`src/rtl/bcd_bin_seq_pkg.sv`:
```
// Shared types and helpers for the sequential BCD-to-binary converter.
package bcd_pkg;

  typedef enum logic [1:0] {
    IDLE,
    SHIFT,
    DONE
  } state_t;

  localparam int unsigned DIGITS_DEF = 3;
  localparam int unsigned BIN_W_DEF  = 10;

  function automatic logic digit_valid(input logic [3:0] d);
    return (d <= 4'd9);
  endfunction

endpackage

```
`src/rtl/bcd_bin_seq_if.sv`:
```
// Valid/ready handshake bundle: BCD in, binary result and error flag out.
interface bcd_bin_seq_if
  import bcd_pkg::*;
#(
  parameter int unsigned DIGITS = DIGITS_DEF,
  parameter int unsigned BIN_W  = BIN_W_DEF
);

  logic                  in_valid;
  logic                  in_ready;
  logic [4*DIGITS-1:0]   bcd_in;
  logic                  out_valid;
  logic                  out_ready;
  logic [BIN_W-1:0]      bin_out;
  logic                  err;

  modport slave (
    input  in_valid, bcd_in, out_ready,
    output in_ready, out_valid, bin_out, err
  );

  modport master (
    output in_valid, bcd_in, out_ready,
    input  in_ready, out_valid, bin_out, err
  );

endinterface

```
`src/rtl/bcd_digit_adj.sv`:
```
// Per-digit correction for reverse double-dabble: digits >= 8 lose 3 (mod 16).
module bcd_digit_adj (
  input  logic [3:0] i_d,
  output logic [3:0] o_d
);

  always_comb begin
    o_d = (i_d >= 4'd8) ? (i_d - 4'd3) : i_d;
  end

endmodule

```
`src/rtl/bcd_bin_seq.sv`:
```
// Sequential BCD-to-binary converter (reverse double-dabble, one bit per cycle)
// with valid/ready handshakes on input and output.
module bcd_bin_seq
  import bcd_pkg::*;
#(
  parameter int unsigned DIGITS = DIGITS_DEF,
  parameter int unsigned BIN_W  = BIN_W_DEF
) (
  input  logic          clk,
  input  logic          rst,
  bcd_bin_seq_if.slave  bus
);

  localparam int unsigned BCD_W = 4 * DIGITS;
  localparam int unsigned CNT_W = (BIN_W > 1) ? $clog2(BIN_W + 1) : 1;
  localparam logic [CNT_W-1:0] LAST = CNT_W'(BIN_W - 1);

  state_t             r_state;
  logic [BCD_W-1:0]   r_bcd;
  logic [BIN_W-1:0]   r_bin;
  logic [CNT_W-1:0]   r_count;
  logic               r_err;
  logic [BIN_W-1:0]   r_bout;

  state_t             w_state_nxt;
  logic [BCD_W-1:0]   w_bcd_nxt;
  logic [BIN_W-1:0]   w_bin_nxt;
  logic [CNT_W-1:0]   w_count_nxt;
  logic               w_err_nxt;
  logic [BIN_W-1:0]   w_bout_nxt;

  logic [BCD_W-1:0]   w_bcd_shift;
  logic [BCD_W-1:0]   w_bcd_adj;
  logic [BIN_W-1:0]   w_bin_shift;
  logic               w_in_ok;

  // {bcd, bin} shifted right as one word; the BCD LSB enters the binary MSB.
  assign w_bcd_shift = {1'b0, r_bcd[BCD_W-1:1]};
  assign w_bin_shift = {r_bcd[0], r_bin[BIN_W-1:1]};

  for (genvar g = 0; g < DIGITS; g++) begin : g_adj
    bcd_digit_adj u_adj (
      .i_d (w_bcd_shift[4*g +: 4]),
      .o_d (w_bcd_adj[4*g +: 4])
    );
  end

  always_comb begin
    w_in_ok = 1'b1;
    for (int unsigned k = 0; k < DIGITS; k++) begin
      if (!digit_valid(bus.bcd_in[4*k +: 4])) begin
        w_in_ok = 1'b0;
      end
    end
  end

  always_ff @(posedge clk) begin
    if (rst) begin
      r_state <= IDLE;
      r_bcd   <= '0;
      r_bin   <= '0;
      r_count <= '0;
      r_err   <= 1'b0;
      r_bout  <= '0;
    end else begin
      r_state <= w_state_nxt;
      r_bcd   <= w_bcd_nxt;
      r_bin   <= w_bin_nxt;
      r_count <= w_count_nxt;
      r_err   <= w_err_nxt;
      r_bout  <= w_bout_nxt;
    end
  end

  always_comb begin
    w_state_nxt = r_state;
    w_bcd_nxt   = r_bcd;
    w_bin_nxt   = r_bin;
    w_count_nxt = r_count;
    w_err_nxt   = r_err;
    w_bout_nxt  = r_bout;
    unique case (r_state)
      IDLE: begin
        if (bus.in_valid) begin
          w_bcd_nxt   = bus.bcd_in;
          w_bin_nxt   = '0;
          w_count_nxt = '0;
          if (w_in_ok) begin
            w_err_nxt   = 1'b0;
            w_state_nxt = SHIFT;
          end else begin
            w_err_nxt   = 1'b1;
            w_bout_nxt  = '0;
            w_state_nxt = DONE;
          end
        end
      end
      SHIFT: begin
        w_bcd_nxt   = w_bcd_adj;
        w_bin_nxt   = w_bin_shift;
        w_count_nxt = r_count + 1'b1;
        if (r_count == LAST) begin
          // Result register is loaded from the final shift so it stays put after the handshake.
          w_bout_nxt  = w_bin_shift;
          w_state_nxt = DONE;
        end
      end
      DONE: begin
        if (bus.out_ready) begin
          w_state_nxt = IDLE;
        end
      end
      default: begin
        w_state_nxt = IDLE;
      end
    endcase
  end

  assign bus.in_ready  = (r_state == IDLE);
  assign bus.out_valid = (r_state == DONE);
  assign bus.bin_out   = r_bout;
  assign bus.err       = r_err;

  // After the last shift every BCD bit must have migrated into the binary word.
  a_residue_zero: assert property (
    @(posedge clk) disable iff (rst)
    (r_state == SHIFT && r_count == LAST) |-> (w_bcd_adj == '0)
  );

endmodule

```
`src/flat_wrapper.sv`:
```
// flat-port wrapper written by rule: the top's interface ports become plain ports
module bcd_bin_seq_flat import bcd_pkg::*;
#(
  parameter int unsigned DIGITS = DIGITS_DEF,
  parameter int unsigned BIN_W  = BIN_W_DEF
)
  (clk, rst, bus_in_valid, bus_bcd_in, bus_out_ready, bus_in_ready, bus_out_valid, bus_bin_out, bus_err);
  bcd_bin_seq_if #(.DIGITS(DIGITS), .BIN_W(BIN_W)) bus_i ();
  input  logic clk;
  input  logic rst;
  input wire logic [$bits(bus_i.in_valid)-1:0] bus_in_valid;
  input wire logic [$bits(bus_i.bcd_in)-1:0] bus_bcd_in;
  input wire logic [$bits(bus_i.out_ready)-1:0] bus_out_ready;
  output wire logic [$bits(bus_i.in_ready)-1:0] bus_in_ready;
  output wire logic [$bits(bus_i.out_valid)-1:0] bus_out_valid;
  output wire logic [$bits(bus_i.bin_out)-1:0] bus_bin_out;
  output wire logic [$bits(bus_i.err)-1:0] bus_err;
  assign bus_i.in_valid = bus_in_valid;
  assign bus_i.bcd_in = bus_bcd_in;
  assign bus_i.out_ready = bus_out_ready;
  assign bus_in_ready = bus_i.in_ready;
  assign bus_out_valid = bus_i.out_valid;
  assign bus_bin_out = bus_i.bin_out;
  assign bus_err = bus_i.err;
  bcd_bin_seq #(.DIGITS(DIGITS), .BIN_W(BIN_W)) u_core (.clk(clk), .rst(rst), .bus(bus_i));
endmodule
```
`config.mk`:
```
export PLATFORM = sky130hd
export DESIGN_NAME = bcd_bin_seq_flat
export DESIGN_NICKNAME = d
export VERILOG_FILES = /design/src/rtl/bcd_bin_seq_pkg.sv /design/src/rtl/bcd_bin_seq_if.sv /design/src/rtl/bcd_digit_adj.sv /design/src/rtl/bcd_bin_seq.sv /design/src/flat_wrapper.sv
export SDC_FILE = /design/constraint.sdc
export NUM_CORES = 1
export LEC_CHECK = 0
export ABC_AREA = 1
export CORE_ASPECT_RATIO = 1.5
export CORE_MARGIN = 4
export CORE_UTILIZATION = 55
export CTS_CLUSTER_SIZE = 30
export DETAILED_ROUTE_END_ITERATION = 16
export DONT_BUFFER_PORTS = 1
export GPL_TIMING_DRIVEN = 0
export PLACE_DENSITY = 0.69
export SLEW_MARGIN = 20
export SYNTH_ARGS = -nofsm -noshare
export SYNTH_HDL_FRONTEND = slang
export SYNTH_SLANG_ARGS = --single-unit
```
`constraint.sdc`:
```
create_clock -name clk -period 3.3 [get_ports clk]
set_input_delay 0.165 -clock clk [delete_from_list [all_inputs] [get_ports clk]]
set_output_delay 0.165 -clock clk [all_outputs]
set_load 0.05 [all_outputs]
```
==> results of run 1 <==
final timing paths:
path / start / endpoint / slack [ps]
worst min register to register: u_core.r_bin[4]$_SDFFE_PP0P_ / u_core.r_bin[4]$_SDFFE_PP0P_ / 460
worst min-delay path: bus_bcd_in[11] / u_core.r_bcd[11]$_SDFFE_PP0P_ / 20
worst max register to register: u_core.r_state[0]$_SDFFE_PP0P_ / u_core.bus.bin_out[1]$_SDFFE_PP0P_ / 1470
worst max-delay path: u_core.r_state[0]$_SDFFE_PP0P_ / u_core.bus.bin_out[1]$_SDFFE_PP0P_ / 1470
cell type report:
class	instances	share of cell area, %
plain buffers	11	3.51
clock buffers	7	4.49
clock inverters	1	0.260
inverters	27	5.27
multi-input cells	174	43.8
flip-flops and latches	38	39.5
well taps	40	2.60
repair buffers	1	0.520
power groups by stage:
stage	clock (mW)	sequential [mW]	combinational (mW)
2_1_floorplan	0	0.579	0.145
5_1_grt	0.355	0.581	0.204
3_3_place_gp	0	0.585	0.176
6_report	0.324	0.575	0.177
4_1_cts	0.330	0.575	0.179
3_5_place_dp	0	0.586	0.178
stage by stage:
| stage | instance area, µm² | std cells | util (%) | power [mW] | hold WS, ps |
|---|---|---|---|---|---|
| after floorplan | 1770 | 250 | - | 0.724 | 259 |
| after global placement | 1820 | 290 | 58.3 | 0.761 | 267 |
| after detailed placement | 1820 | 290 | 58.3 | 0.764 | 267 |
| after CTS | 1920 | 299 | 61.5 | 1.08 | 22.3 |
| after global routing | 1920 | 299 | 61.5 | 1.14 | 10.8 |
| final | 1920 | 299 | 61.5 | 1.08 | 20.3 |
flip-flops by register name, indices dropped and copies added, names as in the netlist:
signal	flops
u_core.bus.bin_out	10
u_core.bus.err	1
u_core.r_bcd	12
u_core.r_bin	9
u_core.r_count	4
u_core.r_state	2
worst max-delay path: cells and delay by family (launching register included):
family	cells	cell delay (ps)
and+or+nand+nor	4	890
AOI/OAI and AO/OA	1	130
DFF	1	410
buffers and inverters	2	300
routing by layer:
layer	routed length [µm]	share of wire, %	vias up
met5	0	0	-
met2	2070	54	25
met1	1560	40	719
met3	141	3.7	7
met4	82	2.1	0
li1	-	-	822
placed cells by master, fill, tap and decap left out, types with 3 or more instances in the layout:
cell type,count
a21oi_1,41
a31oi_1,3
buf_2,3
buf_4,6
clkbuf_1,3
clkbuf_8,6
dfxtp_1,38
ha_1,6
inv_1,26
nand2_1,55
nand3_1,10
nor2_1,30
o21ai_0,18
o22ai_1,3
what timing repair did:
item,4_1_cts,5_1_grt
hold buffers,1,0
buffers inserted,0,0
endpoints found under the hold margin,1,0
cell families after synthesis:
kind of cell,after synthesis
compound gates,67
simple gates,99
fa+ha+maj,6
buf+inv,38
flops,38
xor+xnor,2
==> impl_metrics.env, run 1 <==
export IMPL_seqPwrFrac_pct=53.4
export IMPL_setup_violations=0
export IMPL_diodes=0
export IMPL_maxCapViolCount=0
export IMPL_synthFlopType="dfxtp_1"
export IMPL_synth_edff_count=0
export IMPL_max_vdd_ir_drop_v=0.000324
export IMPL_critPathSlowestCell="nor2_2"
export IMPL_synth_simple_area_share_pct=22.2
export IMPL_clockBufferDepth=2
export IMPL_postSynthAreaPerCell_um2=7.09
export IMPL_startpoint_type="register"
export IMPL_p_clk_share_pct=30.1
export IMPL_first_iter_violations=53
export IMPL_routedWlPerCell_um=12.9
export IMPL_drt_first_pass_iters=4
export IMPL_p_int_mw=0.724
export IMPL_netlist_instances=250
export IMPL_die_w_um=54.4
export IMPL_worstMarginPinSlew_ps=938
export IMPL_whs_path_depth=2
export IMPL_drive_above_1_share_pct=8.49
export IMPL_reg2reg_depth=7
export IMPL_status="complete, no violations"
export IMPL_synth_compound_area_share_pct=20.2
export IMPL_synthAdderAreaFrac_pct=4.23
export IMPL_grt_max_degree=12
export IMPL_grtUsageMet3_pct=4.41
export IMPL_synthTopCellsByCount="nand2_1 (55), a21oi_1 (41), dfxtp_1 (38)"
export IMPL_finClkSkew_ps=6.38
export IMPL_fmax_ghz=0.547
export IMPL_rows=25
export IMPL_powerDensity_mw_per_mm2=559
export IMPL_clkTransAtPathRegs_ps=70
export IMPL_grt_use_total_pct=21.3
export IMPL_cp_arrival_ps=2010
export IMPL_min_path_type="primary input to register"
export IMPL_synthXorXnorAreaFrac_pct=0.988
export IMPL_synth_top_family_by_area="simple AND/OR/NAND/NOR gates"
export IMPL_drv_slew=0
export IMPL_swShare_pct=32.7
export IMPL_finalCritPeriodShare_pct=55.4
export IMPL_hold_viol_final=0
export IMPL_critPathMostFrequentCell="nor2_1"
export IMPL_clk_latency_ps=290
export IMPL_worstPathMaxFanout=10
export IMPL_p_comb_share_pct=16.5
export IMPL_core_area_mm2=0.00313
export IMPL_register_area_um2=761
export IMPL_crit_chain="nor2_2 > inv_1 > nor2_1 > nand2_2 > buf_4 > a21oi_1 > nor2_1"
export IMPL_grt_pass1_vias=1527
export IMPL_ant_nets=0
export IMPL_synth_seq_cells=38
export IMPL_route_detailed_drc=0
export IMPL_routed_wl_um=3860
export IMPL_required_ps=3480
export IMPL_post_cts_resized=0
export IMPL_area_growth_pct=8.54
export IMPL_cts_tree="yes"
export IMPL_slew_headroom_pct=37.2
export IMPL_antenna_found_initial=0
export IMPL_worstSetupEndpointType="register"
export IMPL_num_io_pins=29
export IMPL_numCtsBuffers=5
export IMPL_switchingPower_mw=0.352
export IMPL_gr_usage_met2_pct=37.3
export IMPL_viasPerCell=5.26
export IMPL_rsz0062_at_grt="false"
export IMPL_synth_cell_types=22
export IMPL_clock_root_buffer="clkbuf_8"
export IMPL_max_stage_delay_ps=540
export IMPL_post_place_ws_ps=1470
export IMPL_synthArstFlopShare_pct=0
export IMPL_p_leak_nw=0.834
export IMPL_final_setup_tns_ps=0
export IMPL_cts_sinks=38
export IMPL_place_port_buffers=0
export IMPL_vias=1573
export IMPL_ys_seq_area_share_pct=42.9
export IMPL_place_gp_congestion=0.809
export IMPL_top_usage_layer="met2"
export IMPL_final_nets=280
export IMPL_ys_warn_count=0
export IMPL_grt_pass1_wl_um=6600
export IMPL_hpwl_um=2910
export IMPL_yosys_top_cells_area="dfxtp_1 (43%), nand2_1 (12%), a21oi_1 (12%)"
export IMPL_synthMuxAreaShare_pct=0
export IMPL_synthMostInstantiatedCell="nand2_1"
export IMPL_met1_usage_pct=23.2
export IMPL_htreeDepth=2
export IMPL_die_h_um=77.5
export IMPL_setup_slack_ps=1470
export IMPL_yosys_area_top_type_share_pct=42.9
export IMPL_syn_cell_area_mm2=0.00177
export IMPL_setup_worst_path_class="register to register"
export IMPL_fp_dieArea_mm2=0.00421
export IMPL_overflow=0
export IMPL_num_fill_cells=332
export IMPL_start_util_pct=56.7
export IMPL_syn_nets=272
export IMPL_period_minus_slack_ps=1830
export IMPL_multiInputGateArea_um2=843
export IMPL_yosysTopAreaCell="dfxtp_1"
(Power assumes the default switching activity.)
==> run 2, diff against run 1 <==
==> constraint.sdc (replaced) <==
create_clock -name clk -period 1.7 [get_ports clk]
set_input_delay 0.085 -clock clk [delete_from_list [all_inputs] [get_ports clk]]
set_output_delay 0.085 -clock clk [all_outputs]
set_load 0.05 [all_outputs]
==> impl_metrics.env, run 2 (same netlist as run 1, synthesis figures left out) <==
export IMPL_status="complete, no violations"
export IMPL_worstSetupEndpointType="output port"
export IMPL_routedWlPerCell_um=13.2
export IMPL_grt_use_total_pct=21.9
export IMPL_hold_viol_final=0
export IMPL_place_port_buffers=0
export IMPL_post_route_util_pct=64.4
export IMPL_hpwl_um=2910
export IMPL_viasPerCell=5.30
export IMPL_clockBufferDepth=2
export IMPL_required_ps=1620
export IMPL_fmax_ghz=0.623
export IMPL_final_nets=289
export IMPL_numCtsBuffers=5
export IMPL_period_minus_slack_ps=1600
export IMPL_setup_slack_ps=95.2
export IMPL_rows=25
export IMPL_dp_cells=290
export IMPL_clkTransAtPathRegs_ps=70
export IMPL_min_path_type="primary input to register"
export IMPL_die_h_um=77.5
export IMPL_whs_path_depth=2
export IMPL_reg2reg_depth=4
export IMPL_finalCritPeriodShare_pct=94.4
export IMPL_place_gp_congestion=0.809
export IMPL_finClkSkew_ps=5.46
export IMPL_drt_first_pass_iters=4
export IMPL_clk_latency_ps=290
export IMPL_layout_cells_non_filler=308
export IMPL_area_growth_pct=13.7
export IMPL_num_io_pins=29
export IMPL_worstPathMaxFanout=4
export IMPL_route_detailed_drc=0
export IMPL_maxCapViolCount=0
export IMPL_routed_wl_um=4060
export IMPL_min_from="bus_bcd_in[5]"
export IMPL_setup_violations=0
export IMPL_p_leak_nw=0.875
export IMPL_htreeDepth=2
export IMPL_vias=1632
export IMPL_layout_commonest_cell="nand2_1"
export IMPL_post_place_ws_ps=-127
export IMPL_ff2ff_setup_slack_ps=130
export IMPL_cts_tree="yes"
export IMPL_grt_pass1_vias=1565
export IMPL_antenna_found_initial=0
export IMPL_setup_worst_path_class="register to output port"
export IMPL_slew_headroom_pct=37.4
export IMPL_start_util_pct=56.7
export IMPL_drive_above_1_share_pct=9.33
export IMPL_max_vdd_ir_drop_v=0.000638
export IMPL_regMostFlops="u_core.r_bcd"
export IMPL_timing_rr_end="u_core.r_state[1]$_SDFFE_PP0P_"
export IMPL_rsz0062_at_grt="false"
export IMPL_overflow=0
export IMPL_die_w_um=54.4
export IMPL_largest_reg_flops=12
export IMPL_grt_max_degree=12
export IMPL_cts_sinks=38
export IMPL_core_area_mm2=0.00313
export IMPL_first_iter_violations=56
export IMPL_r2r_start="u_core.r_state[1]$_SDFFE_PP0P_"
export IMPL_clock_root_buffer="clkbuf_8"
export IMPL_drv_slew=0
export IMPL_powerDensity_mw_per_mm2=1050
export IMPL_mostFrequentLayoutCells="nand2_1 (55), a21oi_1 (41), dfxtp_1 (37), nor2_1 (30), inv_1 (26)"
export IMPL_hold_end="u_core.r_bcd[5]$_SDFFE_PP0P_"
export IMPL_grt_pass1_wl_um=6800
export IMPL_cp_arrival_ps=1520
export IMPL_diodes=0
export IMPL_startpoint_type="register"
export IMPL_ant_nets=0
export IMPL_fp_dieArea_mm2=0.00421
export IMPL_worstMarginPinSlew_ps=936
==> run 2: routing by layer <==
metal / routed length [µm] / vias up / global-route usage [%]
met5: 0 / - / 0
met2: 2210 / 34 / 39.1
li1: - / 836 / -
met4: 100 / 0 / 9.48
met3: 155 / 9 / 4.41
met1: 1590 / 753 / 23.5
==> run 2: critical path, cell delays in order (launching register included) <==
cell,delay (ps)
dfxtp_1,400
inv_1,110
nor2_1,720
==> run 2: worst max-delay path by stage <==
stage	slack, ps	start	to
after global placement	-110	u_core.r_state[0]$_SDFFE_PP0P_	u_core.bus.bin_out[7]$_SDFFE_PP0P_
final	100	u_core.r_state[1]$_SDFFE_PP0P_	bus_out_valid
after CTS	40	u_core.r_state[0]$_SDFFE_PP0P_	u_core.bus.bin_out[1]$_SDFFE_PP0P_
after global routing	20	u_core.r_state[1]$_SDFFE_PP0P_	bus_out_valid
after floorplan	90	u_core.r_state[0]$_SDFFE_PP0P_	u_core.bus.bin_out[0]$_SDFFE_PP0P_
after detailed placement	-130	u_core.r_state[0]$_SDFFE_PP0P_	u_core.bus.bin_out[1]$_SDFFE_PP0P_
==> run 2: stage by stage <==
stage               total power [mW]  area, µm²  hold slack (ps)  setup TNS [ps]
floorplan                       1.40       1770              179               0
global route                    2.23       2020             30.0               0
CTS                             2.12       2000             21.9               0
detailed placement              1.48       1820              187           -1060
global placement                1.48       1820              187           -1030
finish                          2.12       2020             13.7               0
==> run 2: final cells by class <==
type                       instances  area, µm²
fill                             322       1110
multi-input combinational        174        848
sequential                        38        762
inverter                          27        101
timing repair buffer              10       95.1
clock buffer                       7       86.3
buffer                            11       67.6
tap                               40       50.0
clock inverter                     1       5.00
==> run 2: repair_timing <==
action | 4_1_cts | 5_1_grt
pin swaps | 0 | 2
endpoints found under the setup margin | 11 | 11
setup buffers | 0 | 2
hold buffers | 8 | 0
resized for setup | 1 | 1
endpoints found under the hold margin | 9 | 0
==> run 2: report_power, final <==
| group | switching, mW | internal, mW |
|---|---|---|
| clock network | 0.309 | 0.327 |
| logic | 0.228 | 0.137 |
| registers | 0.161 | 0.958 |
| total | 0.697 | 1.42 |
==> run 3, diff against run 2 <==
--- a/config.mk
+++ b/config.mk
@@ -8,12 +8,12 @@
 export ABC_AREA = 1
 export CORE_ASPECT_RATIO = 1.5
 export CORE_MARGIN = 4
-export CORE_UTILIZATION = 55
+export CORE_UTILIZATION = 40
 export CTS_CLUSTER_SIZE = 30
 export DETAILED_ROUTE_END_ITERATION = 16
 export DONT_BUFFER_PORTS = 1
 export GPL_TIMING_DRIVEN = 0
-export PLACE_DENSITY = 0.69
+export PLACE_DENSITY = 0.53
 export SLEW_MARGIN = 20
 export SYNTH_ARGS = -nofsm -noshare
 export SYNTH_HDL_FRONTEND = slang
==> constraint.sdc (replaced) <==
create_clock -name clk -period 1.7 [get_ports clk]
set_input_delay 0.255 -clock clk [delete_from_list [all_inputs] [get_ports clk]]
set_output_delay 0.255 -clock clk [all_outputs]
set_load 0.05 [all_outputs]
==> impl_metrics.env, run 3 (same netlist as run 1, synthesis figures left out) <==
export IMPL_seqPwrFrac_pct=54.8
export IMPL_cts_hold_buf=0
export IMPL_vias=1548
export IMPL_htreeDepth=2
export IMPL_switchingPower_mw=0.682
export IMPL_drv_slew=0
export IMPL_status="complete, no violations"
export IMPL_p_int_mw=1.36
export IMPL_setup_worst_path_class="register to register"
export IMPL_grt_pass1_wl_um=7250
export IMPL_hpwl_um=3080
export IMPL_ant_nets=0
export IMPL_crit_end="u_core.bus.bin_out[1]$_SDFFE_PP0P_"
export IMPL_p_clk_share_pct=28.2
export IMPL_required_ps=1880
export IMPL_period_minus_slack_ps=1560
export IMPL_clk_latency_ps=280
export IMPL_min_path_type="primary input to register"
export IMPL_cts_sinks=38
export IMPL_mostFrequentLayoutCells="nand2_1 (55), a21oi_1 (41), dfxtp_1 (37), nor2_1 (29), inv_1 (26)"
export IMPL_grt_use_total_pct=16.4
export IMPL_post_cts_buffers=0
export IMPL_regMostFlops="u_core.r_bcd"
export IMPL_finalCritPeriodShare_pct=91.9
export IMPL_grt_max_degree=11
export IMPL_setup_slack_ps=138
export IMPL_fp_dieArea_mm2=0.00558
export IMPL_final_cell_area_mm2=0.00192
export IMPL_antenna_found_initial=0
export IMPL_cp_arrival_ps=1740
export IMPL_grt_pass1_vias=1547
export IMPL_drive_above_1_share_pct=8.56
export IMPL_cts_tree="yes"
export IMPL_p_total_mw=2.04
export IMPL_clockBufferDepth=2
export IMPL_viasPerCell=5.11
export IMPL_place_gp_congestion=0.759
export IMPL_routedWlPerCell_um=13.7
export IMPL_timing_rr_end="u_core.bus.bin_out[1]$_SDFFE_PP0P_"
export IMPL_clkTransAtPathRegs_ps=70
export IMPL_worstSetupEndpointType="register"
export IMPL_overflow=0
export IMPL_rows=29
export IMPL_rsz0062_at_grt="false"
export IMPL_ff2ff_setup_slack_ps=140
export IMPL_r2r_start="u_core.r_state[0]$_SDFFE_PP0P_"
export IMPL_core_area_mm2=0.00425
export IMPL_num_io_pins=29
export IMPL_die_w_um=62.4
export IMPL_routed_wl_um=4160
export IMPL_worstPathMaxFanout=10
export IMPL_slew_headroom_pct=61.7
export IMPL_die_h_um=89.5
export IMPL_clock_root_buffer="clkbuf_8"
export IMPL_maxCapViolCount=0
export IMPL_final_setup_tns_ps=0
export IMPL_swShare_pct=33.4
export IMPL_place_port_buffers=0
export IMPL_start_util_pct=41.8
export IMPL_finClkSkew_ps=5.11
export IMPL_route_detailed_drc=0
export IMPL_final_nets=279
export IMPL_numCtsBuffers=5
export IMPL_p_leak_nw=0.822
export IMPL_p_comb_share_pct=17.0
export IMPL_powerDensity_mw_per_mm2=1070
export IMPL_holdWs_ps=63.4
export IMPL_startpoint="u_core.r_state[0]$_SDFFE_PP0P_"
export IMPL_reg2reg_depth=7
export IMPL_diodes=0
export IMPL_post_place_ws_ps=-148
export IMPL_dpl_cell_area_mm2=0.00183
export IMPL_largest_reg_flops=12
export IMPL_area_growth_pct=8.05
export IMPL_worstMarginPinSlew_ps=574
export IMPL_hold_viol_final=0
export IMPL_fmax_ghz=0.640
export IMPL_startpoint_type="register"
export IMPL_max_vdd_ir_drop_v=0.000612
export IMPL_first_iter_violations=44
export IMPL_drt_first_pass_iters=4
export IMPL_setup_violations=0
export IMPL_layout_commonest_cell="nand2_1"
[run 3: layout make-up]
cell class | instances | area, µm²
inverters | 27 | 101
clock buffers | 7 | 76.3
multi-input cells | 174 | 851
well taps | 46 | 57.6
plain buffers | 11 | 67.6
flip-flops and latches | 38 | 762
fillers | 447 | 2330
[run 3: power by group through the flow]
stage	Combinational (mW)	Sequential, mW	Clock [mW]
floorplan	0.281	1.12	0
CTS	0.353	1.12	0.609
global placement	0.349	1.14	0
finish	0.348	1.12	0.576
detailed placement	0.350	1.14	0
global route	0.404	1.13	0.630
[run 3: metal layers]
layer | GRT usage [%] | wire (µm) | vias to the layer above | share of wire, %
li1 | - | - | 818 | -
met1 | 17.6 | 1630 | 680 | 39
met2 | 30.8 | 2190 | 44 | 53
met3 | 4.65 | 271 | 6 | 6.5
met4 | 5.79 | 69 | 0 | 1.7
met5 | 0 | 0 | - | 0
[run 3: worst min-delay path by stage]
stage	start	cells past startpoint	slack (ps)	endpoint
after CTS	bus_in_valid	1	50	u_core.bus.err$_SDFFE_PP0P_
after global placement	bus_in_valid	1	360	u_core.bus.err$_SDFFE_PP0P_
after detailed placement	bus_in_valid	1	360	u_core.bus.err$_SDFFE_PP0P_
final	bus_in_valid	1	60	u_core.bus.err$_SDFFE_PP0P_
after global routing	bus_in_valid	1	70	u_core.bus.err$_SDFFE_PP0P_
after floorplan	bus_in_valid	1	350	u_core.bus.err$_SDFFE_PP0P_
[run 3: stage by stage]
step	std cells	utilization (%)
after global placement	296	43.1
after CTS	303	45.1
after detailed placement	296	43.1
after global routing	303	45.1
after floorplan	250	-
final	303	45.1
[run 3: what timing repair did]
action	in CTS	in global routing
endpoints found under the hold margin	0	0
resized for setup	2	1
setup endpoints to repair	12	10
pin swaps	0	1
[run 3: worst max-delay path, stage by stage (launching register included)]
cell and delay (ps):
dfxtp_2 380, nor2_4 320, inv_1 70, nor2_1 130, nand2_2 150, buf_4 210
a21oi_1 120, nor2_1 60
